--- src/rtl/rfic_mcs_seq_pkg.sv ---
// rtl/rfic_mcs_seq_pkg.sv - shared types and helpers for the RFIC MCS sequencer
// Purpose: sequencer state encoding and the timing down-counter width helper.
// Ports: none (package rfic_mcs_pkg).
package rfic_mcs_pkg;

  typedef enum logic [2:0] {
    IDLE,
    RST_ASSERT,
    RST_WAIT,
    SYNC_HIGH,
    SYNC_GAP,
    DONE
  } state_e;

  // One counter serves every timed state, so size it for the longest one.
  function automatic int cnt_width(int a, int b, int c, int d);
    int m;
    m = a;
    if (b > m) m = b;
    if (c > m) m = c;
    if (d > m) m = d;
    return $clog2(m) + 1;
  endfunction

endpackage

--- src/rtl/rfic_mcs_seq_if.sv ---
// rtl/rfic_mcs_seq_if.sv - command/status bundle between GPIO block and sequencer
// Purpose: groups the sequence commands and the sequencer status flags.
// Signals: cmd_reset, cmd_sync (1-cycle pulses), chip_mask (per chip),
//          busy, done (1-cycle pulse), cmd_dropped (sticky).
// Modports: master = command issuer, slave = sequencer.
interface rfic_mcs_seq_if #(
  parameter int NUM_RFIC = 2
);
  logic                cmd_reset;
  logic                cmd_sync;
  logic [NUM_RFIC-1:0] chip_mask;
  logic                busy;
  logic                done;
  logic                cmd_dropped;

  modport master (
    output cmd_reset, cmd_sync, chip_mask,
    input  busy, done, cmd_dropped
  );

  modport slave (
    input  cmd_reset, cmd_sync, chip_mask,
    output busy, done, cmd_dropped
  );
endinterface

--- src/rtl/rfic_mcs_seq_status_sync.sv ---
// rtl/rfic_mcs_seq_status_sync.sv - per-chip CTRL_OUT synchroniser with optional edge capture
// Purpose: 2-flop synchroniser per status bit; with RFIC_MCS_STATUS_IRQ_EN also
//          captures rising edges of unmasked bits into sticky source bits.
// Ports: clk, rst, status_i (async), status_o (synchronised);
//        optional: chip_rst_i, irq_mask_i, irq_clr_i, irq_src_o.
module rfic_status_sync #(
  parameter int STATUS_W = 8
) (
  input  logic                clk,
  input  logic                rst,
`ifdef RFIC_MCS_STATUS_IRQ_EN
  input  logic                chip_rst_i,
  input  logic [STATUS_W-1:0] irq_mask_i,
  input  logic                irq_clr_i,
  output logic [STATUS_W-1:0] irq_src_o,
`endif
  input  logic [STATUS_W-1:0] status_i,
  output logic [STATUS_W-1:0] status_o
);

  logic [STATUS_W-1:0] meta_q;
  logic [STATUS_W-1:0] sync_q;

  always_ff @(posedge clk) begin
    if (rst) begin
      meta_q <= '0;
      sync_q <= '0;
    end else begin
      meta_q <= status_i;
      sync_q <= meta_q;
    end
  end

  assign status_o = sync_q;

`ifdef RFIC_MCS_STATUS_IRQ_EN
  logic [STATUS_W-1:0] prev_q;
  logic [STATUS_W-1:0] src_q;
  logic [STATUS_W-1:0] src_d;
  logic [STATUS_W-1:0] rise;

  assign rise = sync_q & ~prev_q & ~irq_mask_i;

  // Clear is applied before OR-ing in new edges so a same-cycle edge survives.
  always_comb begin
    src_d = irq_clr_i ? '0 : src_q;
    src_d = src_d | rise;
    if (chip_rst_i) src_d = '0;
  end

  always_ff @(posedge clk) begin
    if (rst) begin
      prev_q <= '0;
      src_q  <= '0;
    end else begin
      prev_q <= sync_q;
      src_q  <= src_d;
    end
  end

  assign irq_src_o = src_q;
`endif

endmodule

--- src/rtl/rfic_mcs_seq.sv ---
// rtl/rfic_mcs_seq.sv - reset/MCS-sync sequencer and control gating for AD9361-class RFICs
// Purpose: timed per-chip resetb release, multi-pulse shared mcs_sync, gated
//          ENABLE/TXNRX/EN_AGC/CTRL_IN, synchronised CTRL_OUT.
// Ports: clk, rst (sync, active-high); cmd_if (slave: commands, busy/done/cmd_dropped);
//        sw_*_i software requests; status_in_i async status; resetb_o, mcs_sync_o,
//        enable_o, txnrx_o, en_agc_o, ctl_o, status_out_o.
// Option: RFIC_MCS_STATUS_IRQ_EN adds status_irq_mask_i, status_irq_clr_i,
//         status_irq_o and status_irq_src_o.
module rfic_mcs_seq
  import rfic_mcs_pkg::*;
#(
  parameter int NUM_RFIC          = 2,
  parameter int STATUS_W          = 8,
  parameter int CTL_W             = 4,
  parameter int RESET_CYCLES      = 1000,
  parameter int POST_RESET_CYCLES = 5000,
  parameter int SYNC_PULSES       = 3,
  parameter int SYNC_HIGH_CYCLES  = 8,
  parameter int SYNC_GAP_CYCLES   = 64
) (
  input  logic                         clk,
  input  logic                         rst,
  rfic_mcs_seq_if.slave                cmd_if,
  input  logic [NUM_RFIC-1:0]          sw_enable_i,
  input  logic [NUM_RFIC-1:0]          sw_txnrx_i,
  input  logic [NUM_RFIC-1:0]          sw_en_agc_i,
  input  logic [NUM_RFIC*CTL_W-1:0]    sw_ctl_i,
  input  logic [NUM_RFIC*STATUS_W-1:0] status_in_i,
`ifdef RFIC_MCS_STATUS_IRQ_EN
  input  logic [NUM_RFIC*STATUS_W-1:0] status_irq_mask_i,
  input  logic                         status_irq_clr_i,
  output logic                         status_irq_o,
  output logic [NUM_RFIC*STATUS_W-1:0] status_irq_src_o,
`endif
  output logic [NUM_RFIC-1:0]          resetb_o,
  output logic                         mcs_sync_o,
  output logic [NUM_RFIC-1:0]          enable_o,
  output logic [NUM_RFIC-1:0]          txnrx_o,
  output logic [NUM_RFIC-1:0]          en_agc_o,
  output logic [NUM_RFIC*CTL_W-1:0]    ctl_o,
  output logic [NUM_RFIC*STATUS_W-1:0] status_out_o
);

  localparam int CW = cnt_width(RESET_CYCLES, POST_RESET_CYCLES,
                                SYNC_HIGH_CYCLES, SYNC_GAP_CYCLES);
  typedef logic [CW-1:0] cnt_t;
  // Counter is loaded with N-1 and the state exits on zero: exactly N cycles.
  localparam cnt_t RST_LD  = cnt_t'(RESET_CYCLES - 1);
  localparam cnt_t POST_LD = cnt_t'(POST_RESET_CYCLES - 1);
  localparam cnt_t HIGH_LD = cnt_t'(SYNC_HIGH_CYCLES - 1);
  localparam cnt_t GAP_LD  = cnt_t'(SYNC_GAP_CYCLES - 1);

  state_e                state_q, state_d;
  cnt_t                  cnt_q, cnt_d;
  logic [NUM_RFIC-1:0]   mask_q, mask_d;
  logic [3:0]            pulse_q, pulse_d;
  logic                  dropped_q, dropped_d;
  logic [NUM_RFIC-1:0]   resetb_q, resetb_d;
  logic [NUM_RFIC-1:0]   enable_q, enable_d;
  logic [NUM_RFIC-1:0]   txnrx_q, txnrx_d;
  logic [NUM_RFIC-1:0]   en_agc_q, en_agc_d;
  logic [NUM_RFIC*CTL_W-1:0] ctl_q, ctl_d;
  logic                  mcs_q, busy_q, done_q;
  logic                  seq_busy;
  logic                  gate_phase;

  assign seq_busy = (state_q != IDLE);

  always_comb begin
    state_d   = state_q;
    cnt_d     = cnt_q;
    mask_d    = mask_q;
    pulse_d   = pulse_q;
    dropped_d = dropped_q;

    // A sync request is dropped only when it is not carried by a cmd_reset.
    if (cmd_if.cmd_sync && !cmd_if.cmd_reset && seq_busy) dropped_d = 1'b1;

    if (cmd_if.cmd_reset) begin
      state_d   = RST_ASSERT;
      cnt_d     = RST_LD;
      mask_d    = cmd_if.chip_mask;
      dropped_d = 1'b0;
    end else if (cmd_if.cmd_sync && !seq_busy) begin
      state_d = SYNC_HIGH;
      cnt_d   = HIGH_LD;
      pulse_d = '0;
    end else begin
      case (state_q)
        IDLE: ;
        RST_ASSERT:
          if (cnt_q == '0) begin
            state_d = RST_WAIT;
            cnt_d   = POST_LD;
          end else cnt_d = cnt_q - cnt_t'(1);
        RST_WAIT:
          if (cnt_q == '0) begin
            state_d = SYNC_HIGH;
            cnt_d   = HIGH_LD;
            pulse_d = '0;
          end else cnt_d = cnt_q - cnt_t'(1);
        SYNC_HIGH:
          if (cnt_q == '0) begin
            state_d = SYNC_GAP;
            cnt_d   = GAP_LD;
            pulse_d = pulse_q + 4'd1;
          end else cnt_d = cnt_q - cnt_t'(1);
        SYNC_GAP:
          if (cnt_q == '0) begin
            if (pulse_q < 4'(SYNC_PULSES)) begin
              state_d = SYNC_HIGH;
              cnt_d   = HIGH_LD;
            end else state_d = DONE;
          end else cnt_d = cnt_q - cnt_t'(1);
        DONE:    state_d = IDLE;
        default: state_d = IDLE;
      endcase
    end
  end

  // Outputs are derived from the next state so each register lines up with its state.
  always_comb begin
    resetb_d = resetb_q;
    if (state_d == RST_ASSERT)    resetb_d = resetb_q & ~mask_d;
    else if (state_d == RST_WAIT) resetb_d = resetb_q | mask_d;

    gate_phase = (state_d == RST_WAIT) || (state_d == SYNC_HIGH) || (state_d == SYNC_GAP);
    enable_d = '0;
    txnrx_d  = '0;
    en_agc_d = '0;
    ctl_d    = '0;
    for (int i = 0; i < NUM_RFIC; i++) begin
      if (resetb_d[i] && !gate_phase) begin
        enable_d[i] = sw_enable_i[i];
        txnrx_d[i]  = sw_txnrx_i[i];
        en_agc_d[i] = sw_en_agc_i[i];
        ctl_d[i*CTL_W +: CTL_W] = sw_ctl_i[i*CTL_W +: CTL_W];
      end
    end
  end

  always_ff @(posedge clk) begin
    if (rst) begin
      state_q   <= RST_ASSERT;
      cnt_q     <= RST_LD;
      mask_q    <= '1;
      pulse_q   <= '0;
      dropped_q <= 1'b0;
      resetb_q  <= '0;
      enable_q  <= '0;
      txnrx_q   <= '0;
      en_agc_q  <= '0;
      ctl_q     <= '0;
      mcs_q     <= 1'b0;
      busy_q    <= 1'b0;
      done_q    <= 1'b0;
    end else begin
      state_q   <= state_d;
      cnt_q     <= cnt_d;
      mask_q    <= mask_d;
      pulse_q   <= pulse_d;
      dropped_q <= dropped_d;
      resetb_q  <= resetb_d;
      enable_q  <= enable_d;
      txnrx_q   <= txnrx_d;
      en_agc_q  <= en_agc_d;
      ctl_q     <= ctl_d;
      mcs_q     <= (state_d == SYNC_HIGH);
      busy_q    <= (state_d != IDLE);
      done_q    <= (state_d == DONE);
    end
  end

  assign resetb_o           = resetb_q;
  assign mcs_sync_o         = mcs_q;
  assign enable_o           = enable_q;
  assign txnrx_o            = txnrx_q;
  assign en_agc_o           = en_agc_q;
  assign ctl_o              = ctl_q;
  assign cmd_if.busy        = busy_q;
  assign cmd_if.done        = done_q;
  assign cmd_if.cmd_dropped = dropped_q;

`ifdef RFIC_MCS_STATUS_IRQ_EN
  logic [NUM_RFIC*STATUS_W-1:0] src_all;
  assign status_irq_src_o = src_all;
  assign status_irq_o     = |src_all;
`endif

  for (genvar g = 0; g < NUM_RFIC; g++) begin : g_chip
    rfic_status_sync #(.STATUS_W(STATUS_W)) u_sync (
      .clk        (clk),
      .rst        (rst),
`ifdef RFIC_MCS_STATUS_IRQ_EN
      .chip_rst_i (~resetb_q[g]),
      .irq_mask_i (status_irq_mask_i[g*STATUS_W +: STATUS_W]),
      .irq_clr_i  (status_irq_clr_i),
      .irq_src_o  (src_all[g*STATUS_W +: STATUS_W]),
`endif
      .status_i   (status_in_i[g*STATUS_W +: STATUS_W]),
      .status_o   (status_out_o[g*STATUS_W +: STATUS_W])
    );
  end

endmodule

--- src/flat_wrapper.sv ---
// flat-port wrapper written by rule: the top's interface ports become plain ports
module rfic_mcs_seq_flat import rfic_mcs_pkg::*;
#(
  parameter int NUM_RFIC          = 2,
  parameter int STATUS_W          = 8,
  parameter int CTL_W             = 4,
  parameter int RESET_CYCLES      = 1000,
  parameter int POST_RESET_CYCLES = 5000,
  parameter int SYNC_PULSES       = 3,
  parameter int SYNC_HIGH_CYCLES  = 8,
  parameter int SYNC_GAP_CYCLES   = 64
)
  (clk, rst, sw_enable_i, sw_txnrx_i, sw_en_agc_i, sw_ctl_i, status_in_i, resetb_o, mcs_sync_o, enable_o, txnrx_o, en_agc_o, ctl_o, status_out_o, cmd_if_cmd_reset, cmd_if_cmd_sync, cmd_if_chip_mask, cmd_if_busy, cmd_if_done, cmd_if_cmd_dropped);
  rfic_mcs_seq_if #(.NUM_RFIC(NUM_RFIC)) cmd_if_i ();
  input  logic clk;
  input  logic rst;
  input  logic [NUM_RFIC-1:0] sw_enable_i;
  input  logic [NUM_RFIC-1:0] sw_txnrx_i;
  input  logic [NUM_RFIC-1:0] sw_en_agc_i;
  input  logic [NUM_RFIC*CTL_W-1:0] sw_ctl_i;
  input  logic [NUM_RFIC*STATUS_W-1:0] status_in_i;
  output logic [NUM_RFIC-1:0] resetb_o;
  output logic mcs_sync_o;
  output logic [NUM_RFIC-1:0] enable_o;
  output logic [NUM_RFIC-1:0] txnrx_o;
  output logic [NUM_RFIC-1:0] en_agc_o;
  output logic [NUM_RFIC*CTL_W-1:0] ctl_o;
  output logic [NUM_RFIC*STATUS_W-1:0] status_out_o;
  input wire logic [$bits(cmd_if_i.cmd_reset)-1:0] cmd_if_cmd_reset;
  input wire logic [$bits(cmd_if_i.cmd_sync)-1:0] cmd_if_cmd_sync;
  input wire logic [$bits(cmd_if_i.chip_mask)-1:0] cmd_if_chip_mask;
  output wire logic [$bits(cmd_if_i.busy)-1:0] cmd_if_busy;
  output wire logic [$bits(cmd_if_i.done)-1:0] cmd_if_done;
  output wire logic [$bits(cmd_if_i.cmd_dropped)-1:0] cmd_if_cmd_dropped;
  assign cmd_if_i.cmd_reset = cmd_if_cmd_reset;
  assign cmd_if_i.cmd_sync = cmd_if_cmd_sync;
  assign cmd_if_i.chip_mask = cmd_if_chip_mask;
  assign cmd_if_busy = cmd_if_i.busy;
  assign cmd_if_done = cmd_if_i.done;
  assign cmd_if_cmd_dropped = cmd_if_i.cmd_dropped;
  rfic_mcs_seq #(.NUM_RFIC(NUM_RFIC), .STATUS_W(STATUS_W), .CTL_W(CTL_W), .RESET_CYCLES(RESET_CYCLES), .POST_RESET_CYCLES(POST_RESET_CYCLES), .SYNC_PULSES(SYNC_PULSES), .SYNC_HIGH_CYCLES(SYNC_HIGH_CYCLES), .SYNC_GAP_CYCLES(SYNC_GAP_CYCLES)) u_core (.clk(clk), .rst(rst), .cmd_if(cmd_if_i), .sw_enable_i(sw_enable_i), .sw_txnrx_i(sw_txnrx_i), .sw_en_agc_i(sw_en_agc_i), .sw_ctl_i(sw_ctl_i), .status_in_i(status_in_i), .resetb_o(resetb_o), .mcs_sync_o(mcs_sync_o), .enable_o(enable_o), .txnrx_o(txnrx_o), .en_agc_o(en_agc_o), .ctl_o(ctl_o), .status_out_o(status_out_o));
endmodule
--- config.mk ---
export PLATFORM = sky130hd
export DESIGN_NAME = rfic_mcs_seq_flat
export DESIGN_NICKNAME = d
export VERILOG_FILES = /design/src/rtl/rfic_mcs_seq_pkg.sv /design/src/rtl/rfic_mcs_seq_if.sv /design/src/rtl/rfic_mcs_seq_status_sync.sv /design/src/rtl/rfic_mcs_seq.sv /design/src/flat_wrapper.sv
export SDC_FILE = /design/constraint.sdc
export NUM_CORES = 1
export LEC_CHECK = 0
export CAP_MARGIN = 0
export CORE_MARGIN = 4
export CORE_UTILIZATION = 62
export CTS_CLUSTER_SIZE = 14
export DETAILED_ROUTE_END_ITERATION = 16
export DONT_BUFFER_PORTS = 1
export HOLD_SLACK_MARGIN = 0.03
export PLACE_DENSITY = 0.78
export SETUP_SLACK_MARGIN = 0.02
export SLEW_MARGIN = 0
export SYNTH_ARGS = -nofsm -noshare
export SYNTH_HDL_FRONTEND = slang
export SYNTH_SLANG_ARGS = --single-unit
--- constraint.sdc ---
create_clock -name clk -period 3 [get_ports clk]
set_input_delay 0.45 -clock clk [delete_from_list [all_inputs] [get_ports clk]]
set_output_delay 0.45 -clock clk [all_outputs]
set_load 0.1 [all_outputs]
# Word-level counts from Yosys, hierarchy flattened
# Cells that the tools add are included.
# totals
ff_bits	75
input_bits	36
output_inout_bits	36
wordCells	90
# op_classes
addsub	2
n_lt_le_gt_ge	1
n_eq_ne	13
n_mux	22
bitwise_logic	6
n_reduce_logical	24
# op_table
operator	n
two-way mux 14 bit	5
case mux 14 bit (4 select lines)	1
two-way mux 3 bit	7
case mux 3 bit (5 select lines)	1
logical NOT 14 bit	1
subtractor 14 x 1 -> 14 bit (second input constant)	1
equality test 3 x 2 -> 1 bit (second input constant)	4
two-way mux 4 bit	3
two-way mux 10 bit	1
equality test 3 bit (second input constant)	3
nonzero test 3 bit	3
case mux 4 bit (2 select lines)	1
equality test 3 x 1 -> 1 bit (second input constant)	2
two-way mux 2 bit	3
!= test 3 x 1 -> 1 bit (second input constant)	2
OR reduction 2 bit	3
logical AND 1 bit	5
nonzero test 5 bit	1
adder 4 x 1 -> 4 bit (second input constant)	1
less-than comparator 4 x 2 -> 1 bit (second input constant)	1
!= test 4 x 3 -> 1 bit (second input constant)	1
AND reduction 2 bit	2
AND reduction 4 bit	1
nonzero test 4 bit	1
other kinds (9)	14

# Depth between registers and ports, before layout
# Gate-level depths: netlist of run 1.
# logic_depth
word_depth	13
ltp_mapped	8
mapped_depth_nobuf	7

# Cells and area by module
# A second synthesis of run 1 with hierarchy kept.
# hier_totals
cells_unflattened	320
area_unflattened_um2	3025.4
# by_module_without_submodules
mod	instances	cells_each	area_per_inst_um2	seq_area_each_um2
rfic_mcs_seq	1	254	2097.0	860.8
rfic_status_sync	2	33	464.2	320.3

# Least setup slack after synthesis of run 1
# Ideal clock, no wire load.
# synth_path
path_type	register to register
startpoint	register u_core.cnt_q[0]
endpoint	register u_core.ctl_q[5], in the netlist u_core.ctl_o[5]
setup_ps	79
arrival_time_ps	2271
required_ps	2921
slack_ps	651
path_stages_with_launch	9
n_path_buf	1
synth_period_minus_slack_ps	2349
path_cell_list	dfxtp_1 > inv_1 > ha_1 > or3b_2 > nor4_4 > mux2i_1 > a31oi_2 > buf_4 > nor3_1
# synth_between
elab_chain_cells	12
elab_cells_between_ends	20
cone_classes	eq/ne (4); mux (9); bitwise (1); reduce/logical (6)
# synth_rtl
item	line	rtl
start: declaration	rfic_mcs_seq.sv:54	cnt_t cnt_q, cnt_d;
start signal: assignment	rfic_mcs_seq.sv:159	cnt_q <= cnt_d;
logical NOT 14 bit *	-	
two-way mux 3 bit (on tied branches)	-	
case mux 3 bit (5 select lines) *	rfic_mcs_seq.sv:89	case (state_q)
two-way mux 3 bit *	rfic_mcs_seq.sv:84	end else if (cmd_if.cmd_sync && !seq_busy) begin
two-way mux 3 bit *	rfic_mcs_seq.sv:79	if (cmd_if.cmd_reset) begin
equality test 3 x 2 -> 1 bit (on tied branches)	rfic_mcs_seq.sv:125, rfic_mcs_seq.sv:127	
logical OR 1 bit (2 in series)	rfic_mcs_seq.sv:127	gate_phase = (state_d == RST_WAIT) || (state_d == SYNC_HIGH) || (state_d == SYNC_GAP);
logical NOT 1 bit	rfic_mcs_seq.sv:133	if (resetb_d[i] && !gate_phase) begin
logical AND 1 bit *	rfic_mcs_seq.sv:133	
inverter 1 bit (no line) *	-	
OR reduction 2 bit (no line) *	-	
end signal: assignment	rfic_mcs_seq.sv:167	ctl_q <= ctl_d;
end: declaration	rfic_mcs_seq.sv:62	logic [NUM_RFIC*CTL_W-1:0] ctl_q, ctl_d;
# Mark *: on every way between the ends. The rest lies on a longest branch, timed or not.
# A chain may end at the register's enable or synchronous reset.

# Worst setup path after layout of run 1
# layout_path
startpoint	register u_core.cnt_q[0]
endpoint	register u_core.en_agc_q[0], in the netlist u_core.en_agc_o[0]
# layout_between
elab_chain_cells	12
elab_cells_between_ends	20
cone_classes	eq/ne (4); mux (9); bitwise (1); reduce/logical (6)
# layout_rtl
item	line	rtl
logical NOT 14 bit *	-	
two-way mux 3 bit (on tied branches)	-	
case mux 3 bit (5 select lines) *	rfic_mcs_seq.sv:89	
two-way mux 3 bit *	rfic_mcs_seq.sv:84	
two-way mux 3 bit *	rfic_mcs_seq.sv:79	
equality test 3 x 2 -> 1 bit (on tied branches)	rfic_mcs_seq.sv:125, rfic_mcs_seq.sv:127	
logical OR 1 bit (2 in series)	rfic_mcs_seq.sv:127	
logical NOT 1 bit	rfic_mcs_seq.sv:133	
logical AND 1 bit *	rfic_mcs_seq.sv:133	
inverter 1 bit (no line) *	-	
OR reduction 2 bit (no line) *	-	
end signal: assignment	rfic_mcs_seq.sv:166	en_agc_q <= en_agc_d;
end: declaration	rfic_mcs_seq.sv:61	logic [NUM_RFIC-1:0] en_agc_q, en_agc_d;
# Marks and branches as above.

==> results of run 1 <==
## through the flow
step | total power, mW | std cells | cell area, um2
2_1_floorplan | 1.17 | 319 | 2970
3_3_place_gp | 1.16 | 359 | 3010
3_5_place_dp | 1.17 | 359 | 3010
4_1_cts | 2.05 | 375 | 3240
5_1_grt | 2.11 | 375 | 3240
6_report | 2.03 | 375 | 3240
## cell families (layout without fill, tap and decap cells)
| kind of cell | count (synthesis) | after routing | share of synthesized area |
|---|---|---|---|
| flops | 75 | 75 | 0.505 |
| mux | 4 | 4 | 0.0135 |
| simple gates | 149 | 149 | 0.275 |
| buf+inv | 25 | 29 | 0.0333 |
| compound gates | 63 | 63 | 0.161 |
| fa+ha+maj | 3 | 3 | 0.0126 |
## flip-flops by register name, summed over array words and instances (netlist names)
name,count
u_core.enable_o,2
u_core.cnt_q,14
u_core.g_chip.u_sync.meta_q,16
u_core.pulse_q,4
u_core.mcs_sync_o,1
u_core.cmd_if.cmd_dropped,1
u_core.resetb_o,2
u_core.txnrx_o,2
u_core.ctl_o,8
u_core.mask_q,2
u_core.cmd_if.done,1
u_core.en_agc_o,2
u_core.g_chip.u_sync.status_o,16
u_core.cmd_if.busy,1
u_core.state_q,3
## final cells by class
class / count / area, um2 / area share
clock buffers: 9 / 124 / 0.0382
repair buffers: 6 / 45.0 / 0.0139
well taps: 52 / 65.1 / 0.0201
flip-flops and latches: 75 / 1500 / 0.463
multi-input cells: 219 / 1370 / 0.423
inverters: 7 / 26.3 / 0.00811
clock inverters: 7 / 106 / 0.0328
## worst max path at each step
stage	slack [ns]	end	from	cells after the start
global route	0.21	u_core.enable_o[1]$_SDFF_PP0_	u_core.cnt_q[0]$_SDFFE_PP1P_	7
detailed placement	0.48	u_core.en_agc_o[0]$_SDFF_PP0_	u_core.cnt_q[0]$_SDFFE_PP1P_	7
floorplan	0.65	u_core.ctl_o[5]$_SDFF_PP0_	u_core.cnt_q[0]$_SDFFE_PP1P_	8
global placement	0.63	u_core.enable_o[0]$_SDFF_PP0_	u_core.cnt_q[0]$_SDFFE_PP1P_	7
CTS	0.46	u_core.en_agc_o[0]$_SDFF_PP0_	u_core.cnt_q[0]$_SDFFE_PP1P_	7
finish	0.47	u_core.en_agc_o[0]$_SDFF_PP0_	u_core.cnt_q[0]$_SDFFE_PP1P_	7
## Yosys cell counts (2+ instances only)
library cell / instances
a2111oi_4: 2
a211o_1: 2
a211oi_1: 2
a21oi_1: 17
a221o_1: 3
a31oi_1: 2
and2_1: 3
buf_1: 2
clkbuf_1: 14
dfxtp_1: 75
ha_1: 3
inv_1: 7
mux2i_1: 4
nand2_1: 26
nand2b_1: 5
nand3_1: 3
nor2_1: 19
nor2b_1: 37
nor3_1: 28
nor4_1: 4
o21ai_0: 3
o21ai_1: 8
o21bai_1: 2
o221a_1: 4
o22ai_1: 5
o31ai_1: 2
o32ai_1: 2
or2_1: 2
or2_2: 2
or3_1: 8
or4_1: 3
## power by group
part	total, mW	internal (mW)	switching (mW)
combinational	0.0442	0.0221	0.0221
clock	0.889	0.484	0.405
sequential	1.10	1.02	0.0804
total	2.03	1.52	0.507
## worst max-delay path, delay by kind of cell (launching register included)
family                   cells  cell delay, ns
AO/OA/AOI/OAI                1            0.35
adder cells (fa/ha/maj)      1            0.17
buffers and inverters        1            0.11
flip-flops                   1            0.32
multiplexers                 1            0.39
AND/OR/NAND/NOR              3            1.12
## layer usage
layer	up-vias	GRT usage
met5	-	0
met3	11	0.0960
met2	94	0.354
met4	0	0.0765
met1	1060	0.245
li1	1124	-
## layout by cell type, fill, tap and decap left out, types with 3 or more instances in the layout
master | Yosys | routed
a21oi_1 | 17 | 17
a221o_1 | 3 | 3
and2_1 | 3 | 3
buf_4 | 1 | 6
clkbuf_8 | 0 | 9
dfxtp_1 | 75 | 75
ha_1 | 3 | 3
inv_1 | 7 | 7
inv_6 | 0 | 3
mux2i_1 | 4 | 4
nand2_1 | 26 | 26
nand2b_1 | 5 | 5
nand3_1 | 3 | 3
nor2_1 | 19 | 19
nor2b_1 | 37 | 37
nor3_1 | 28 | 28
nor4_1 | 4 | 4
o21ai_0 | 3 | 3
o21ai_1 | 8 | 8
o221a_1 | 4 | 4
o22ai_1 | 5 | 5
or3_1 | 8 | 8
or4_1 | 3 | 3
==> run metrics, run 1 <==
DR WL met2=2970 um; root buf cell=clkbuf_8; Die W=77.2 um; ys flop type=dfxtp_1; Layout Utilization=0.719; Hold Path End=u_core.cmd_if.busy$_SDFF_PP0_; clock latency on the worst-skew pair=between 0.3 and 0.4 ns; largest net degree at the start of global routing=50; PostCTS Resize Cnt=0; Die Span Y=around 77 um; CP Cell Sequence=inv_1 -> ha_1 -> or3b_2 -> nor4_4 -> mux2i_1 -> a31oi_2 -> nor3_1; met3 routed WL=roughly 530 um; r2r setup slk=between 0.4 and 0.5 ns; GRT Residual Overflow=0; gr usage total=0.215; slowest cell delay on critical path=between 0.4 and 0.5 ns; Critical Path RT=3.28 ns; Top Ports=72; initial antenna violation count=0; clock skew=0.00739 ns; syn nets=~360; DRT Wirelength=6110 um; final setup margin=roughly 0.47 ns; pre-CTS setup slack=0.480 ns; headroom to the max-slew limit=0.348; CTS tree=built; hold_sp=rst; mapped cell area=2970 um2; CTS buffer count=9; First-pass DRT Iterations=4; Layout Area Growth over Synthesis=9.01%; Synth cell types=51; Post-DRT Antenna Nets=0; Cells after Synth=319; # DRC=0; vias in the first global route=about 2200; final setup TNS=0 ns; Core Region=4500 um2; Max Fclk=slightly below 400 MHz; max-cap violations=0; buffers from clock root to sink, at most=2; Via Count=2289; first-pass GRT wire length=10200 um; htree depth=3; HP Class=in -> reg; # clock sinks=between 70 and 80; status=complete, no violations; share of the synthesized area in the top cell type=0.505; Reg-to-Reg End=u_core.en_agc_o[0]$_SDFF_PP0_; Hold Path Depth=1; Post-CTS Setup Bufs=0; share of flip-flops with an asynchronous set or reset=0; share of the cycle needed by the critical path after routing=0.844; Nets=roughly 360; M1 WL=2520 um; Period minus WS final=2.53 ns; yosys warns=0; R2R cell count=7; Startpoint Class=register; slowest CP cell=or3b_2; gpl congestion=just under 1; Avg Cell Area, Syn=9.32 um2; IO buf count=0; Yosys top cell by area=dfxtp_1; starting density of the core=0.660; Antenna Cells=0; worst-path maximum fanout=14; First DRT Iteration DRCs=about 150; post-synthesis sequential area ratio=0.505; RSZ-0062 raised after global routing=false; # fillers=347; Final Max Slew Viols=0; DR WL/cell=around 16 um; WHS=0.155 ns; reg2reg start=u_core.cnt_q[0]$_SDFFE_PP1P_; hold buffer count at CTS=0; Post-synth EDFFs=0; Synth area leaders=dfxtp_1, nor2b_1, nor3_1, nand2_1, a21oi_1; CTS clk-pin slew, worst paths=0.08 ns; Top Layer Used=met4; worst-margin pin slew=0.977 ns; Finish-stage setup viols=0; Pwr Density=roughly 630 nW/um2; Final Hold Fails=0; # rows=24; CP endpoint kind=register; layout cells sized above 1=0.0960; HPWL Detailed=4340 um; critical path data arrival time=2.81 ns; Peak VDD IR=0.463 mV; full die area=roughly 6000 um2; CP Class=reg -> reg; DR vias/cell=6.10; leak pwr=1.14 nW; register bit total from synthesis=75
Note: power is estimated with default switching activity, not from simulation.
==> run 2: changes to the inputs <==
==> constraint.sdc (replaced) <==
create_clock -name clk -period 2.4 [get_ports clk]
set_input_delay 0.36 -clock clk [delete_from_list [all_inputs] [get_ports clk]]
set_output_delay 0.36 -clock clk [all_outputs]
set_load 0.1 [all_outputs]
==> run 2 against run 1 <==
Compared with the run above: count of clock-buffer cells in the layout is 3 higher; via count is 9.3% higher; fmax is 11% higher; core utilization is 8.7 points higher; cell area is 12% higher; sequential cell count stayed put; largest power group unchanged.
==> run metrics, run 2 (synthesis gave the netlist of run 1 again) <==
status=complete, no violations; family with the most delay on the worst path=simple AND/OR/NAND/NOR gates; CTS clk-pin slew, worst paths=0.08 ns (about the same); largest net degree at the start of global routing=50 (unchanged); final setup TNS=0 ns (unchanged); Top Ports=72 (unchanged); commonest cells after routing, fill and taps aside=dfxtp_1, buf_4, nor2b_1; Max Fclk=437 MHz (+11%); Period minus WS final=2.29 ns (-0.245 ns); HP Class=in -> reg; root buf cell=clkbuf_8; RSZ-0062 raised after global routing=true; # rows=24 (unchanged); initial antenna violation count=0 (unchanged); Finish-stage setup viols=0 (unchanged); starting density of the core=0.660 (unchanged); slowest CP cell=or4_1; htree depth=3 (unchanged); worst-path maximum fanout=7 (-7); gpl congestion=0.915 (-6.3%); Via Count=2503 (+9.3%); buffers from clock root to sink, at most=2 (unchanged); Peak VDD IR=0.709 mV (+53%); CP Cell Sequence=or4_1 -> nor4_4 -> mux2i_4 -> a31oi_4 -> nor3_1; Startpoint Class=register; DR WL/cell=16.5 um (+1.1%); Post-DRT Antenna Nets=0 (unchanged); total power=2.36 mW (+16%); layout cells sized above 1=0.238 (+0.142); vias in the first global route=2413 (+12%); pre-CTS setup slack=-0.00617 ns (-0.486 ns); max-cap violations=0 (unchanged); clock latency on the worst-skew pair=0.35 ns (about the same); final setup margin=0.111 ns (-0.355 ns); worst-margin pin slew=0.649 ns (-0.328 ns); Layout Area Growth over Synthesis=22.2%; HPWL Detailed=4890 um (+13%); first-pass GRT wire length=11100 um (+9.5%); slowest cell delay on critical path=0.60 ns (+0.12 ns); DR vias/cell=5.88 (-3.7%); commonest non-fill, non-tap cell in the layout=dfxtp_1; clock skew=0.00466 ns (-0.00273 ns); CP Buf/Inv Count=0 (-1); CP endpoint kind=register; full die area=5960 um2 (unchanged); Nets=408 (+14%); headroom to the max-slew limit=0.567 (+0.219); Die W=77.2 um (unchanged); First DRT Iteration DRCs=117 (-21%); share of the cycle needed by the critical path after routing=0.954 (+0.109); critical path data arrival time=2.55 ns (-0.26 ns); CTS buffer count=9 (unchanged); Layout Utilization=0.806 (+0.0872); IO buf count=0 (unchanged); First-pass DRT Iterations=4 (unchanged); DRT Wirelength=7020 um (+15%); Pwr Density=649 nW/um2 (+3.5%); area of the multi-input gates=1430 um2 (+4.2%); gr usage total=0.236 (+0.0211); register area=1500 um2 (+0.17%); Antenna Cells=0 (unchanged); # clock sinks=75 (unchanged); Core Region=4500 um2 (unchanged); Final Max Slew Viols=0 (unchanged); CTS tree=built; Critical Path RT=2.66 ns (-0.62 ns); # DRC=0 (unchanged); Die Span Y=77.2 um (unchanged); # fillers=302 (-13%); leak pwr=1.39 nW (+22%); CP Class=reg -> reg; GRT Residual Overflow=0 (unchanged); Final Hold Fails=0 (unchanged)
==> run 2: through the flow <==
stage	instance area, um2	hold slack, ns	std cells
2_1_floorplan	2970	0.414	319
3_3_place_gp	3370	0.416	407
3_5_place_dp	3370	0.423	407
4_1_cts	3570	0.0596	423
5_1_grt	3630	0.0529	426
6_report	3630	0.0708	426
==> run 2: layer usage <==
metal  GRT usage  wire length, um
met1       0.264             2860
met2       0.409             3560
met3      0.0820              484
met4      0.0907              119
met5           0                0
==> run 2: cell type report <==
class	instances	area share
Clock buffer	12	0.0427
Clock inverter	4	0.00896
Inverter	7	0.00723
Multi-Input combinational cell	220	0.393
Sequential cell	75	0.414
Tap cell	52	0.0179
Timing Repair Buffer	56	0.116
==> run 2: what timing repair did <==
action	4_1_cts	5_1_grt
endpoints found under the setup margin	10	22
gates resized for setup	2	8
hold endpoints to repair	0	0
buffers inserted	0	2
pin swaps	0	4
hold buffers	0	0
gates cloned	0	1
==> run 2: worst paths after layout <==
kind              cells after the start                                         start  slack (ns)                                              to
setup / recovery                      5                  u_core.cnt_q[2]$_SDFFE_PP1P_        0.11                      u_core.ctl_o[6]$_SDFF_PP0_
hold / removal                        1                                           rst        0.07                    u_core.state_q[2]$_SDFF_PP0_
setup reg to reg                      5                  u_core.cnt_q[2]$_SDFFE_PP1P_        0.11                      u_core.ctl_o[6]$_SDFF_PP0_
hold reg to reg                       1  u_core.g_chip[0].u_sync.meta_q[1]$_SDFF_PP0_        0.45  u_core.g_chip[0].u_sync.status_o[1]$_SDFF_PP0_
==> run 2: where the power goes <==
group	leakage (nW)	internal (mW)	total (mW)	switching, mW
combinational	0.690	0.0439	0.168	0.125
clock	0.0896	0.439	0.908	0.469
sequential	0.613	1.27	1.28	0.00825
total	1.39	1.76	2.36	0.602
==> run 3: changes to the inputs <==
--- a/config.mk
+++ b/config.mk
@@ -6,7 +6,7 @@
 export NUM_CORES = 1
 export LEC_CHECK = 0
 export CAP_MARGIN = 0
-export CORE_MARGIN = 4
+export CORE_MARGIN = 2
 export CORE_UTILIZATION = 62
 export CTS_CLUSTER_SIZE = 14
 export DETAILED_ROUTE_END_ITERATION = 16
==> run 3 against run 2 <==
Compared with the run above: die area decreased by 10%; critical path depth increased by 3; global-route usage increased by 2.3 points; sequential power about the same; fmax decreased by 2.3%; sequential share of layout area decreased by 0.52 points; critical endpoint is now u_core.enable_o[1]$_SDFF_PP0_.
==> run metrics, run 3 (synthesis gave the netlist of run 1 again) <==
slowest cell delay on critical path=0.39 ns (-0.21 ns); Core Region=4660 um2 (+3.5%); gpl congestion=0.894 (-2.3%); CTS buffer count=9 (unchanged); GRT Residual Overflow=0 (unchanged); clock latency on the worst-skew pair=0.34 ns (about the same); Final Hold Fails=0 (unchanged); Die W=73.2 um (-5.2%); share of the cycle needed by the critical path after routing=0.976 (+0.0221); Critical Path RT=2.66 ns (about the same); WHS=0.0859 ns (+0.0152 ns); IO buf count=0 (unchanged); HPWL Detailed=4760 um (-2.6%); Via Count=2606 (+4.1%); buffers from clock root to sink, at most=2 (unchanged); headroom to the max-slew limit=0.584 (+0.0168); # fillers=316 (+4.6%); max-cap violations=0 (unchanged); full die area=5360 um2 (-10%); Period minus WS final=2.34 ns (+0.0531 ns); hold buffer count at CTS=0 (unchanged); Antenna Cells=0 (unchanged); Final Max Slew Viols=0 (unchanged); # rows=25 (+4.2%); First DRT Iteration DRCs=198 (+69%); largest net degree at the start of global routing=50 (unchanged); Layout Area Growth over Synthesis=23.6%; clock skew=0.00701 ns (+0.00235 ns); leak pwr=1.41 nW (+1.1%); DR WL/cell=16.5 um (+0.42%); # DRC=0 (unchanged); HP Class=in -> reg; first-pass GRT wire length=10600 um (-5.1%); CP endpoint kind=register; layout cells sized above 1=0.236 (-0.00204); Post-DRT Antenna Nets=0 (unchanged); starting density of the core=0.638 (-0.0221); worst-margin pin slew=0.623 ns (-0.0252 ns); htree depth=3 (unchanged); commonest cells after routing, fill and taps aside=dfxtp_1, buf_4, nor2b_1; Peak VDD IR=0.483 mV (-32%); CTS clk-pin slew, worst paths=0.08 ns (about the same); CP Class=reg -> reg; Die Span Y=73.2 um (-5.2%); CTS tree=built; family with the most delay on the worst path=simple AND/OR/NAND/NOR gates; commonest non-fill, non-tap cell in the layout=dfxtp_1; root buf cell=clkbuf_8; critical path data arrival time=2.61 ns (+0.06 ns); Top Ports=72 (unchanged); status=complete, no violations; DR vias/cell=6.10 (+3.9%); Nets=408 (unchanged); Max Fclk=427 MHz (-2.3%); DRT Wirelength=7070 um (+0.66%); gr usage total=0.258 (+0.0228); worst-path maximum fanout=7 (unchanged); Finish-stage setup viols=0 (unchanged); Pwr Density=683 nW/um2 (+5.2%); final setup TNS=0 ns (unchanged); CP Buf/Inv Count=2 (+2); CP Cell Sequence=inv_1 -> ha_1 -> or3b_4 -> nor4_4 -> buf_4 -> mux2i_4 -> a31oi_2 -> nor3_1; Startpoint Class=register; initial antenna violation count=0 (unchanged); total power=2.51 mW (+6.3%); First-pass DRT Iterations=5 (+1); RSZ-0062 raised after global routing=true; # clock sinks=75 (unchanged); vias in the first global route=2336 (-3.2%); slowest CP cell=or3b_4
==> run 3: changes by cell type in the layout (fill, tap and decap cells not counted), moves of 2 or more <==
cell and change:
bufinv_16 +2, clkbuf_8 -2, dfxtp_1 +2, dfxtp_2 -2
==> run 3: timing repair <==
action	in CTS	in global routing
setup endpoints to repair	11	24
gates cloned	0	1
pin swaps	1	5
setup buffers	0	3
gates resized for setup	2	8
==> run 3: metal layers <==
layer,wire length (um),part of all wire,GRT usage,up-vias
met5,0,0,0,-
met2,3730,0.53,0.435,93
met1,2800,0.40,0.310,1263
met4,155,0.022,0.136,0
li1,-,-,-,1235
met3,383,0.054,0.0511,15
==> run 3: report_power, final <==
part           switching [mW]  internal, mW
Combinational           0.127        0.0520
Clock                   0.465         0.583
Sequential            0.00813          1.27
Total                   0.600          1.91
==> run 3: final cells by class <==
| cell class | count | area [um2] | area share |
|---|---|---|---|
| Sequential cell | 75 | 1500 | 0.409 |
| Tap cell | 54 | 67.6 | 0.0184 |
| Clock inverter | 6 | 90.1 | 0.0245 |
| Inverter | 7 | 26.3 | 0.00716 |
| Clock buffer | 9 | 124 | 0.0337 |
| Timing Repair Buffer | 56 | 433 | 0.118 |
| Multi-Input combinational cell | 220 | 1430 | 0.389 |
==> run 3: worst paths after layout <==
kind                                                                   start                                              to  slack (ns)  depth (start not counted)
worst min-delay path                                                     rst                   u_core.cmd_if.busy$_SDFF_PP0_        0.09                          1
worst max register to register                  u_core.cnt_q[1]$_SDFFE_PP1P_                   u_core.enable_o[1]$_SDFF_PP0_        0.06                          8
worst max-delay path                            u_core.cnt_q[1]$_SDFFE_PP1P_                   u_core.enable_o[1]$_SDFF_PP0_        0.06                          8
worst min register to register  u_core.g_chip[0].u_sync.meta_q[2]$_SDFF_PP0_  u_core.g_chip[0].u_sync.status_o[2]$_SDFF_PP0_        0.44                          1
==> run 3: per-stage QoR <==
stage               cell area [um2]  setup WS, ns  std cells   util
global route                   3670       -0.0667        427  0.788
global placement               3380        0.0893        408  0.725
finish                         3670        0.0583        427  0.788
CTS                            3600        0.0363        423  0.773
floorplan                      2970        0.0505        319      -
detailed placement             3380       0.00764        408  0.725
